File: config.mk
export PLATFORM = sky130hd
export DESIGN_NAME = note_synth
export DESIGN_NICKNAME = d
export VERILOG_FILES = /design/src/rtl/synth_pkg.sv /design/src/rtl/square_voice.sv /design/src/rtl/note_synth.sv
export SDC_FILE = /design/constraint.sdc
export NUM_CORES = 1
export LEC_CHECK = 0
export ABC_CLOCK_PERIOD_IN_PS = 11200
export BUFFER_PORTS_ARGS = -buffer_cell sky130_fd_sc_hd__buf_2
export CAP_MARGIN = 40
export CORE_MARGIN = 3
export CORE_UTILIZATION = 31
export DETAILED_ROUTE_END_ITERATION = 16
export PLACE_DENSITY = 0.57
export SLEW_MARGIN = 10
export SYNTH_ARGS = -nofsm -noshare
export SYNTH_HDL_FRONTEND = slang
export SYNTH_SLANG_ARGS = --single-unit
File: constraint.sdc
create_clock -name clk -period 11.2 [get_ports clk]
set_input_delay 1.12 -clock clk [delete_from_list [all_inputs] [get_ports clk]]
set_output_delay 1.12 -clock clk [all_outputs]
set_load 0.05 [all_outputs]
File: src/rtl/synth_pkg.sv
// synth_pkg: shared constants, types and helpers for the note synthesiser.
//   NUM_STRINGS / NUM_FRETS : note-word geometry (6 strings, frets 0..4).
//   calc_half()             : square-wave half-period in clk cycles for a
//                             string/fret, CLK_HZ/(2*f) rounded. Evaluated
//                             only at elaboration to build the HALF table.
//   fret_decode()           : highest set fret bit of one string in a note word.
package synth_pkg;

    localparam int unsigned NUM_STRINGS = 6;
    localparam int unsigned NUM_FRETS   = 5;
    localparam int unsigned HALF_W      = 19;

    // Anchor half-periods below are quoted at this reference clock.
    localparam longint unsigned REF_CLK_HZ = 64'd50_000_000;

    typedef struct packed {
        logic       valid;
        logic [2:0] fret;
    } fret_sel_t;

    // Open-string half-periods at REF_CLK_HZ: E2 A2 D3 G3 B3 E4.
    function automatic int unsigned open_half(input int unsigned s);
        case (s)
            0:       return 303355;
            1:       return 227273;
            2:       return 170262;
            3:       return 127551;
            4:       return 101239;
            default: return 75843;
        endcase
    endfunction

    // Each fret raises the pitch a semitone, shrinking the period by 2^(1/12).
    function automatic logic [HALF_W-1:0] calc_half(input longint unsigned clk_hz,
                                                    input int unsigned     s,
                                                    input int unsigned     f);
        real h;
        h = real'(open_half(s)) * (real'(clk_hz) / real'(REF_CLK_HZ))
            / (2.0 ** (real'(f) / 12.0));
        return HALF_W'($rtoi(h + 0.5));
    endfunction

    // Bits 31:30 are never addressed (max index is 6*4+5 = 29).
    function automatic fret_sel_t fret_decode(input logic [31:0]  note,
                                              input int unsigned  s);
        fret_sel_t  r;
        logic [4:0] idx;
        r = '0;
        for (int unsigned f = 0; f < NUM_FRETS; f++) begin
            idx = 5'(6 * f + s);
            if (note[idx]) begin
                r.valid = 1'b1;
                r.fret  = 3'(f);
            end
        end
        return r;
    endfunction

endpackage

File: src/rtl/square_voice.sv
// square_voice: one string oscillator.
//   clk, reset    : system clock, synchronous active-high reset
//   restart       : clears counter and phase (beat strobe)
//   half_period   : cycles per half wave
//   on            : voice audible; otherwise contributes 0
//   contribution  : +AMP in phase 0, -AMP in phase 1 (signed)
module square_voice #(
    parameter logic signed [31:0] AMP = 32'sh0400_0000
) (
    input  logic        clk,
    input  logic        reset,
    input  logic        restart,
    input  logic [18:0] half_period,
    input  logic        on,
    output logic [31:0] contribution
);

    logic [18:0] cnt_q, cnt_d;
    logic        phase_q, phase_d;

    always_comb begin
        cnt_d   = cnt_q + 19'd1;
        phase_d = phase_q;
        if (restart) begin
            cnt_d   = '0;
            phase_d = 1'b0;
        end else if (cnt_q == half_period - 19'd1) begin
            cnt_d   = '0;
            phase_d = ~phase_q;
        end
    end

    always_ff @(posedge clk) begin
        if (reset) begin
            cnt_q   <= '0;
            phase_q <= 1'b0;
        end else begin
            cnt_q   <= cnt_d;
            phase_q <= phase_d;
        end
    end

    assign contribution = on ? (phase_q ? -AMP : AMP) : '0;

endmodule

File: src/rtl/note_synth.sv
// note_synth: latches a note word on each beat, plays up to six square-wave
// string voices, and streams their sum to the audio codec FIFO.
//   clk, reset               : system clock, synchronous active-high reset
//   beat                     : one-cycle strobe, latches note and restarts voices
//   play_en                  : 0 mutes (samples still emitted, value 0)
//   note                     : bit 6f+s = string s at fret f
//   audio_out_allowed        : codec FIFO has room
//   write_audio_out          : one-cycle write strobe
//   left/right_channel_audio_out : signed sample (identical)
//   active_voices            : bit s = string s sounding
//   underrun                 : sticky, a sample was overwritten before being sent
module note_synth
    import synth_pkg::*;
#(
    parameter int unsigned        CLK_HZ     = 50000000,
    parameter int unsigned        SAMPLE_DIV = 1042,
    parameter logic signed [31:0] AMP        = 32'sh0400_0000,
    parameter int unsigned        SUSTAIN    = 40000000
) (
    input  logic                   clk,
    input  logic                   reset,
    input  logic                   beat,
    input  logic                   play_en,
    input  logic [31:0]            note,
    input  logic                   audio_out_allowed,
    output logic                   write_audio_out,
    output logic [31:0]            left_channel_audio_out,
    output logic [31:0]            right_channel_audio_out,
    output logic [NUM_STRINGS-1:0] active_voices,
    output logic                   underrun
);

    logic [31:0] note_q, note_d;
    logic [31:0] sustain_q, sustain_d;
    logic [31:0] div_q, div_d;
    logic [31:0] sample_q, sample_d;
    logic        pending_q, pending_d;
    logic        underrun_q, underrun_d;

    logic                   sounding;
    logic                   tick;
    logic                   write;
    logic signed [31:0]     mix;
    logic [NUM_STRINGS-1:0] voice_on;
    logic [31:0]            contrib [NUM_STRINGS];
    logic [HALF_W-1:0]      half_tab [NUM_STRINGS][NUM_FRETS];

    assign sounding = (sustain_q != '0) && play_en;

    for (genvar gs = 0; gs < NUM_STRINGS; gs++) begin : g_string
        for (genvar gf = 0; gf < NUM_FRETS; gf++) begin : g_fret
            localparam logic [HALF_W-1:0] H = calc_half(CLK_HZ, gs, gf);
            assign half_tab[gs][gf] = H;
        end

        fret_sel_t sel;
        assign sel          = fret_decode(note_q, gs);
        assign voice_on[gs] = sel.valid && sounding;

        square_voice #(.AMP(AMP)) u_voice (
            .clk          (clk),
            .reset        (reset),
            .restart      (beat),
            .half_period  (half_tab[gs][sel.fret]),
            .on           (voice_on[gs]),
            .contribution (contrib[gs])
        );
    end

    // Six voices at most 6*AMP in magnitude, which fits without saturation.
    always_comb begin
        mix = '0;
        for (int unsigned i = 0; i < NUM_STRINGS; i++) begin
            mix = mix + $signed(contrib[i]);
        end
    end

    assign tick  = (div_q == SAMPLE_DIV - 1);
    assign write = pending_q && audio_out_allowed;

    // On a tick the mix is taken from current voice state, so a beat in the
    // same cycle only affects later samples. A write in the tick cycle sends
    // the old sample while the new one becomes pending.
    always_comb begin
        note_d     = beat ? note : note_q;
        sustain_d  = beat ? SUSTAIN : ((sustain_q != '0) ? sustain_q - 32'd1 : '0);
        div_d      = tick ? '0 : div_q + 32'd1;
        sample_d   = tick ? mix : sample_q;
        pending_d  = tick ? 1'b1 : (write ? 1'b0 : pending_q);
        underrun_d = underrun_q || (tick && pending_q && !write);
    end

    always_ff @(posedge clk) begin
        if (reset) begin
            note_q     <= '0;
            sustain_q  <= '0;
            div_q      <= '0;
            sample_q   <= '0;
            pending_q  <= 1'b0;
            underrun_q <= 1'b0;
        end else begin
            note_q     <= note_d;
            sustain_q  <= sustain_d;
            div_q      <= div_d;
            sample_q   <= sample_d;
            pending_q  <= pending_d;
            underrun_q <= underrun_d;
        end
    end

    assign write_audio_out         = write;
    assign left_channel_audio_out  = sample_q;
    assign right_channel_audio_out = sample_q;
    assign active_voices           = voice_on;
    assign underrun                = underrun_q;

endmodule

==> results of run 1 <==
[through the flow]
step | utilization, % | hold WS, ps
final | 35.2 | 447
after global routing | 35.2 | 483
after CTS | 35.2 | 448
after detailed placement | 32.8 | 435
after global placement | 32.8 | 428
after floorplan | - | 413
[worst paths after layout]
path / depth (start not counted) / end
min: 1 / sustain_q[0]
min reg2reg: 1 / sustain_q[0]
max reg2reg: 16 / left_channel_audio_out[30]
max: 16 / left_channel_audio_out[30]
[per-layer routing]
layer	global-route usage, %	up-vias	share of wire, %	wire (um)
met3	2.69	29	4.8	1350
met4	2.66	0	1.7	473
met1	16.9	4736	48	13500
met5	0	-	0	0
li1	-	5126	-	-
met2	20.2	173	45	12600
[flip-flops by register name (all words and copies together) (netlist names)]
| name | count |
|---|---|
| div_q | 32 |
| g_string.u_voice.cnt_q | 114 |
| sustain_q | 32 |
| left_channel_audio_out | 6 |
| g_string.u_voice.phase_q | 6 |
| pending_q | 1 |
| note_q | 30 |
| underrun | 1 |
[where the power goes]
| part | total, W | internal [W] | leakage (nW) | switching, W |
|---|---|---|---|---|
| Clock | 0.000922 | 0.000571 | 0.456 | 0.000351 |
| Sequential | 0.000829 | 0.000807 | 1.80 | 0.0000224 |
| Combinational | 0.000273 | 0.0000957 | 2.95 | 0.000178 |
| Total | 0.00202 | 0.00147 | 5.21 | 0.000551 |
[cell usage in the layout, fill, tap and decap left out, drive strengths merged, types with 21 or more instances in the layout]
master / netlist / layout
a21oi: 34 / 34
buf: 88 / 59
clkbuf: 33 / 34
conb: 1 / 52
dfxtp: 222 / 222
ha: 48 / 48
inv: 67 / 68
mux2i: 37 / 37
nand2: 75 / 75
nand3: 62 / 62
nand4: 33 / 33
nor2: 267 / 267
nor2b: 21 / 21
nor3: 62 / 62
nor4: 21 / 21
o21ai: 30 / 30
xnor2: 109 / 109
xor2: 82 / 82
[critical path: stages (launching register included)]
cell,delay (ps)
dfxtp_1,330
or4_1,580
nor3_2,330
nand3_1,440
o21ai_1,860
a21oi_1,320
nand2_1,190
fa_1,450
fa_1,570
fa_1,560
inv_1,40
ha_1,210
ha_1,200
nor3b_1,180
a21oi_1,70
xnor2_1,130
a211oi_1,210
[layout make-up]
| class | count | area, um^2 |
|---|---|---|
| timing repair buffer | 59 | 312 |
| fill | 4241 | 26100 |
| tap | 525 | 657 |
| inverter | 67 | 251 |
| sequential | 222 | 4440 |
| clock buffer | 34 | 721 |
| multi-input combinational | 1161 | 7530 |
| clock inverter | 14 | 219 |
[cells by family (layout without fill, tap and decap cells)]
kind of cell	after synthesis	count (layout)
AO/OA/AOI/OAI	152	152
XOR/XNOR	191	191
adder cells (fa/ha/maj)	57	57
buffers and inverters	188	174
flip-flops	222	222
multiplexers	39	39
other	1	52
AND/OR/NAND/NOR	670	670
==> results.ini, run 1 <==
[die]
dieArea_um2=43700
num_io_pins=109
die_w_um=209
fp.dieH_um=209
rows=73
core_region_area_um2=40200
initial_core_util_pct=31.8

[cells_and_area]
area_growth_pct=10.6
final_net_count=1631
drive_gt1_share_pct=9.12
fin_area_um2=14100
diodes=0
finalNonFillerCells=2082

[timing]
relSlewSlack_pct=39.2
final_hold_viol_count=0
fin_ws_ps=5430
min_period_ps=5770
tns_ps=0
setup_viol=0
max_freq_mhz=173
rsz0062_at_grt=false
tightest_slew_ps=906
final.period_utilization_pct=51.5
skew_ps=22.7
drv_slew=0

[worst_setup_path]
startpoint_type=flop
worstSetupEndpointType=flop
arrival_ps=6210
crit_required_ps=11640
critical_path_class=reg -> reg
rr_startpoint=sustain_q[4]
worstSetupStartpoint=sustain_q[4]
reg2reg_slack_ps=5430
cp_max_fo=11

[detailed_routing]
vias_per_cell=4.83
drt_iter0_drc=507
firstDrtPassIters=5
wl_per_cell_um=13.4
routed_wl_um=28000
dr_total_vias=10100
final_antenna_net_count=0
drc_errors=0

[synthesis]
ys_ff_latch=222
synth_cells=1520
netlist_area_um2=12800
seq_area_frac_synth_pct=34.8
synth_area_per_cell_um2=8.41
synth_ff_type=dfxtp_1
synthAdderAreaFrac_pct=6.11
synth_compound_area_share_pct=8.52
synth-xor-area-share_pct=13.1
synth.most_common_cell=nor2_1
synth.distinct_cells=84
synth.area.top_cells=dfxtp_1 35%, nor2_1 7.8%, xnor2_1 7.5%
synth_warnings=0
synth_common_cells=266 x nor2_1, 222 x dfxtp_1, 109 x xnor2_1
synth_top_family_by_area=simple AND/OR/NAND/NOR gates
synthArstFlopShare_pct=0
synth_top_area_share_pct=34.8
synth_top_area_cell=dfxtp_1
muxShareOfSynthArea_pct=3.07
yosys.area_share.simple_pct=26.5
synth-edff-count=0

[place]
dpl_worst_slack_ps=5460
dp_hpwl_um=20100
io_buffers=54
gp_congestion=0.824
dp_cells=2034
placed_cell_area_um2=13200

[power_and_ir_drop]
power_leakage_nw=5.21
power_density_nw_per_um2=143
irDropWorstVdd_mv=0.109
total_power_w=0.00202

[global_route]
grt_pass1_vias=9398
grt_antenna_before_repair=0
grt_usage_pct=12.4
grt_pass1_wl_um=46800
grt_overflow_total=0
grt_start_max_net_pins=45

[cts]
cts_buffers=26
clkTransAtPathRegs_ps=60
numClockSinks=222
htreeDepth=1
clk_latency_ps=550
cts_tree=built
clock-root-buffer=clkbuf_16
cts_resized=0
hold_buffers=0
post-cts-setup-buffer-count=0
clockBufferDepth=3

[run_status]
status=complete, no violations

[min_path]
hold_class=reg -> reg
hold_start=sustain_q[0]

[flow_run]
maxCapViolations=0

(Power assumes the default switching activity.)
==> run 2: changes to the inputs <==
- ABC_CLOCK_PERIOD_IN_PS: 11200 -> 5260
- PLACE_DENSITY: 0.57 -> 0.59
- clock period: 11.2 -> 5.26 ns (I/O delays scaled with it)
==> run 2 against run 1 <==
  * Hold slack lost 240 ps
  * Largest cell class unchanged
  * Sequential share of layout area about the same
  * Flip-flop and latch count unchanged
  * Critical path depth rose by 1
==> results.ini, run 2 (same netlist as run 1, synthesis figures left out) <==
[run_status]
status=complete, no violations  ; unchanged

[detailed_routing]
final_antenna_net_count=0  ; unchanged
drc_errors=0  ; unchanged
wl_per_cell_um=13.5  ; was 13.4 um
vias_per_cell=4.78  ; was 4.83
drt_iter0_drc=467  ; was 507
dr_total_vias=9967  ; was 10100
routed_wl_um=28100  ; was 28000 um
firstDrtPassIters=5  ; unchanged

[worst_setup_path]
reg2reg_slack_ps=510  ; was 5430 ps
worstSetupEndpointType=flop  ; unchanged
crit_required_ps=5740  ; was 11640 ps
startpoint_type=flop  ; unchanged
critical_path_class=reg -> reg  ; unchanged
arrival_ps=5230  ; was 6210 ps
cp_max_fo=7  ; was 11

[timing]
tns_ps=0  ; unchanged
min_period_ps=4750  ; was 5770 ps
tightest_slew_ps=865  ; was 906 ps
max_freq_mhz=210  ; was 173 MHz
final.period_utilization_pct=90.4  ; was 51.5%
final_hold_viol_count=0  ; unchanged
skew_ps=30.6  ; was 22.7 ps
setup_viol=0  ; unchanged
rsz0062_at_grt=false  ; unchanged
relSlewSlack_pct=42.2  ; was 39.2%
drv_slew=0  ; unchanged

[cts]
cts_resized=0  ; unchanged
clock-root-buffer=clkbuf_16  ; unchanged
htreeDepth=1  ; unchanged
cts_buffers=27  ; was 26
cts_tree=built  ; unchanged
clk_latency_ps=560  ; was 550 ps
hold_buffers=0  ; unchanged
clkTransAtPathRegs_ps=60  ; about the same
post-cts-setup-buffer-count=0  ; unchanged
clockBufferDepth=3  ; unchanged
numClockSinks=222  ; unchanged

[power_and_ir_drop]
power_leakage_nw=5.21  ; about the same
total_power_w=0.00429  ; was 0.00202 W
power_density_nw_per_um2=304  ; was 143 nW/um^2
irDropWorstVdd_mv=0.227  ; was 0.109 mV

[global_route]
grt_pass1_wl_um=47000  ; was 46800 um
grt_usage_pct=12.5  ; was 12.4%
grt_overflow_total=0  ; unchanged
grt_pass1_vias=9420  ; was 9398
grt_start_max_net_pins=45  ; unchanged
grt_antenna_before_repair=1  ; was 0

[cells_and_area]
diodes=0  ; unchanged
drive_gt1_share_pct=9.17  ; was 9.12%
top_register=g_string.u_voice.cnt_q  ; unchanged
final_net_count=1635  ; was 1631
area_growth_pct=10.7  ; was 10.6%
largest_reg_flops=114  ; unchanged
layout_common_cells=266 x nor2_1, 222 x dfxtp_1, 109 x xnor2_1  ; unchanged
final_common_cell=nor2_1  ; unchanged
reg_top3=g_string.u_voice.cnt_q (114), div_q (32), sustain_q (32)  ; unchanged

[flow_run]
maxCapViolations=0  ; unchanged

[die]
die_w_um=209  ; unchanged
num_io_pins=109  ; unchanged
initial_core_util_pct=31.8  ; unchanged
fp.dieH_um=209  ; unchanged
rows=73  ; unchanged
core_region_area_um2=40200  ; unchanged
dieArea_um2=43700  ; unchanged

[place]
io_buffers=54  ; unchanged
dp_hpwl_um=20200  ; was 20100 um
gp_congestion=0.855  ; was 0.824

[min_path]
hold_class=in -> reg  ; was reg -> reg

==> run 2: area by class of cell <==
cell class / count / area, um^2
clock inverter: 10 / 163
multi-input combinational: 1161 / 7530
sequential: 222 / 4440
clock buffer: 37 / 763
fill: 4172 / 26000
tap: 525 / 657
inverter: 67 / 251
timing repair buffer: 62 / 338
==> run 2: through the flow <==
stage / cell area, um^2 / cells / utilization [%] / hold slack (ps) / setup WS (ps)
global route: 14100 / 2084 / 35.2 / 196 / 92.6
finish: 14100 / 2084 / 35.2 / 203 / 505
floorplan: 13000 / 1571 / - / 413 / 690
CTS: 14100 / 2084 / 35.2 / 171 / 472
detailed placement: 13200 / 2037 / 32.9 / 445 / 464
global placement: 13200 / 2035 / 32.8 / 424 / 592
==> run 2: worst paths after layout <==
path,to,startpoint,cells past startpoint
max,left_channel_audio_out[30],sustain_q[5],17
min,note_q[21],note[21],3
max reg2reg,left_channel_audio_out[30],sustain_q[5],17
min reg2reg,sustain_q[0],sustain_q[0],1
==> run 2: critical path: stages (launching register included) <==
cell      delay (ps)
dfxtp_1          320
or4_1            590
nor3_2           340
nand3_1          160
o21ai_1          170
buf_4            180
a21oi_1           90
nand2_1          150
fa_1             470
fa_1             570
fa_1             550
inv_1             40
ha_1             210
ha_1             210
nor3b_1          220
a21oi_1           80
xnor2_1          130
a211oi_1         220
==> run 2: layer usage <==
metal / GRT usage (%) / vias up / share of wire, %
met3: 2.55 / 46 / 4.5
met4: 3.19 / 0 / 2.4
met1: 17.2 / 4640 / 49
met2: 20.1 / 152 / 44
met5: 0 / - / 0
li1: - / 5129 / -
==> run 2: power breakdown <==
group	switching [W]	internal [W]
registers	0.0000460	0.00172
logic	0.000381	0.000205
clock network	0.000736	0.00120
total	0.00116	0.00313
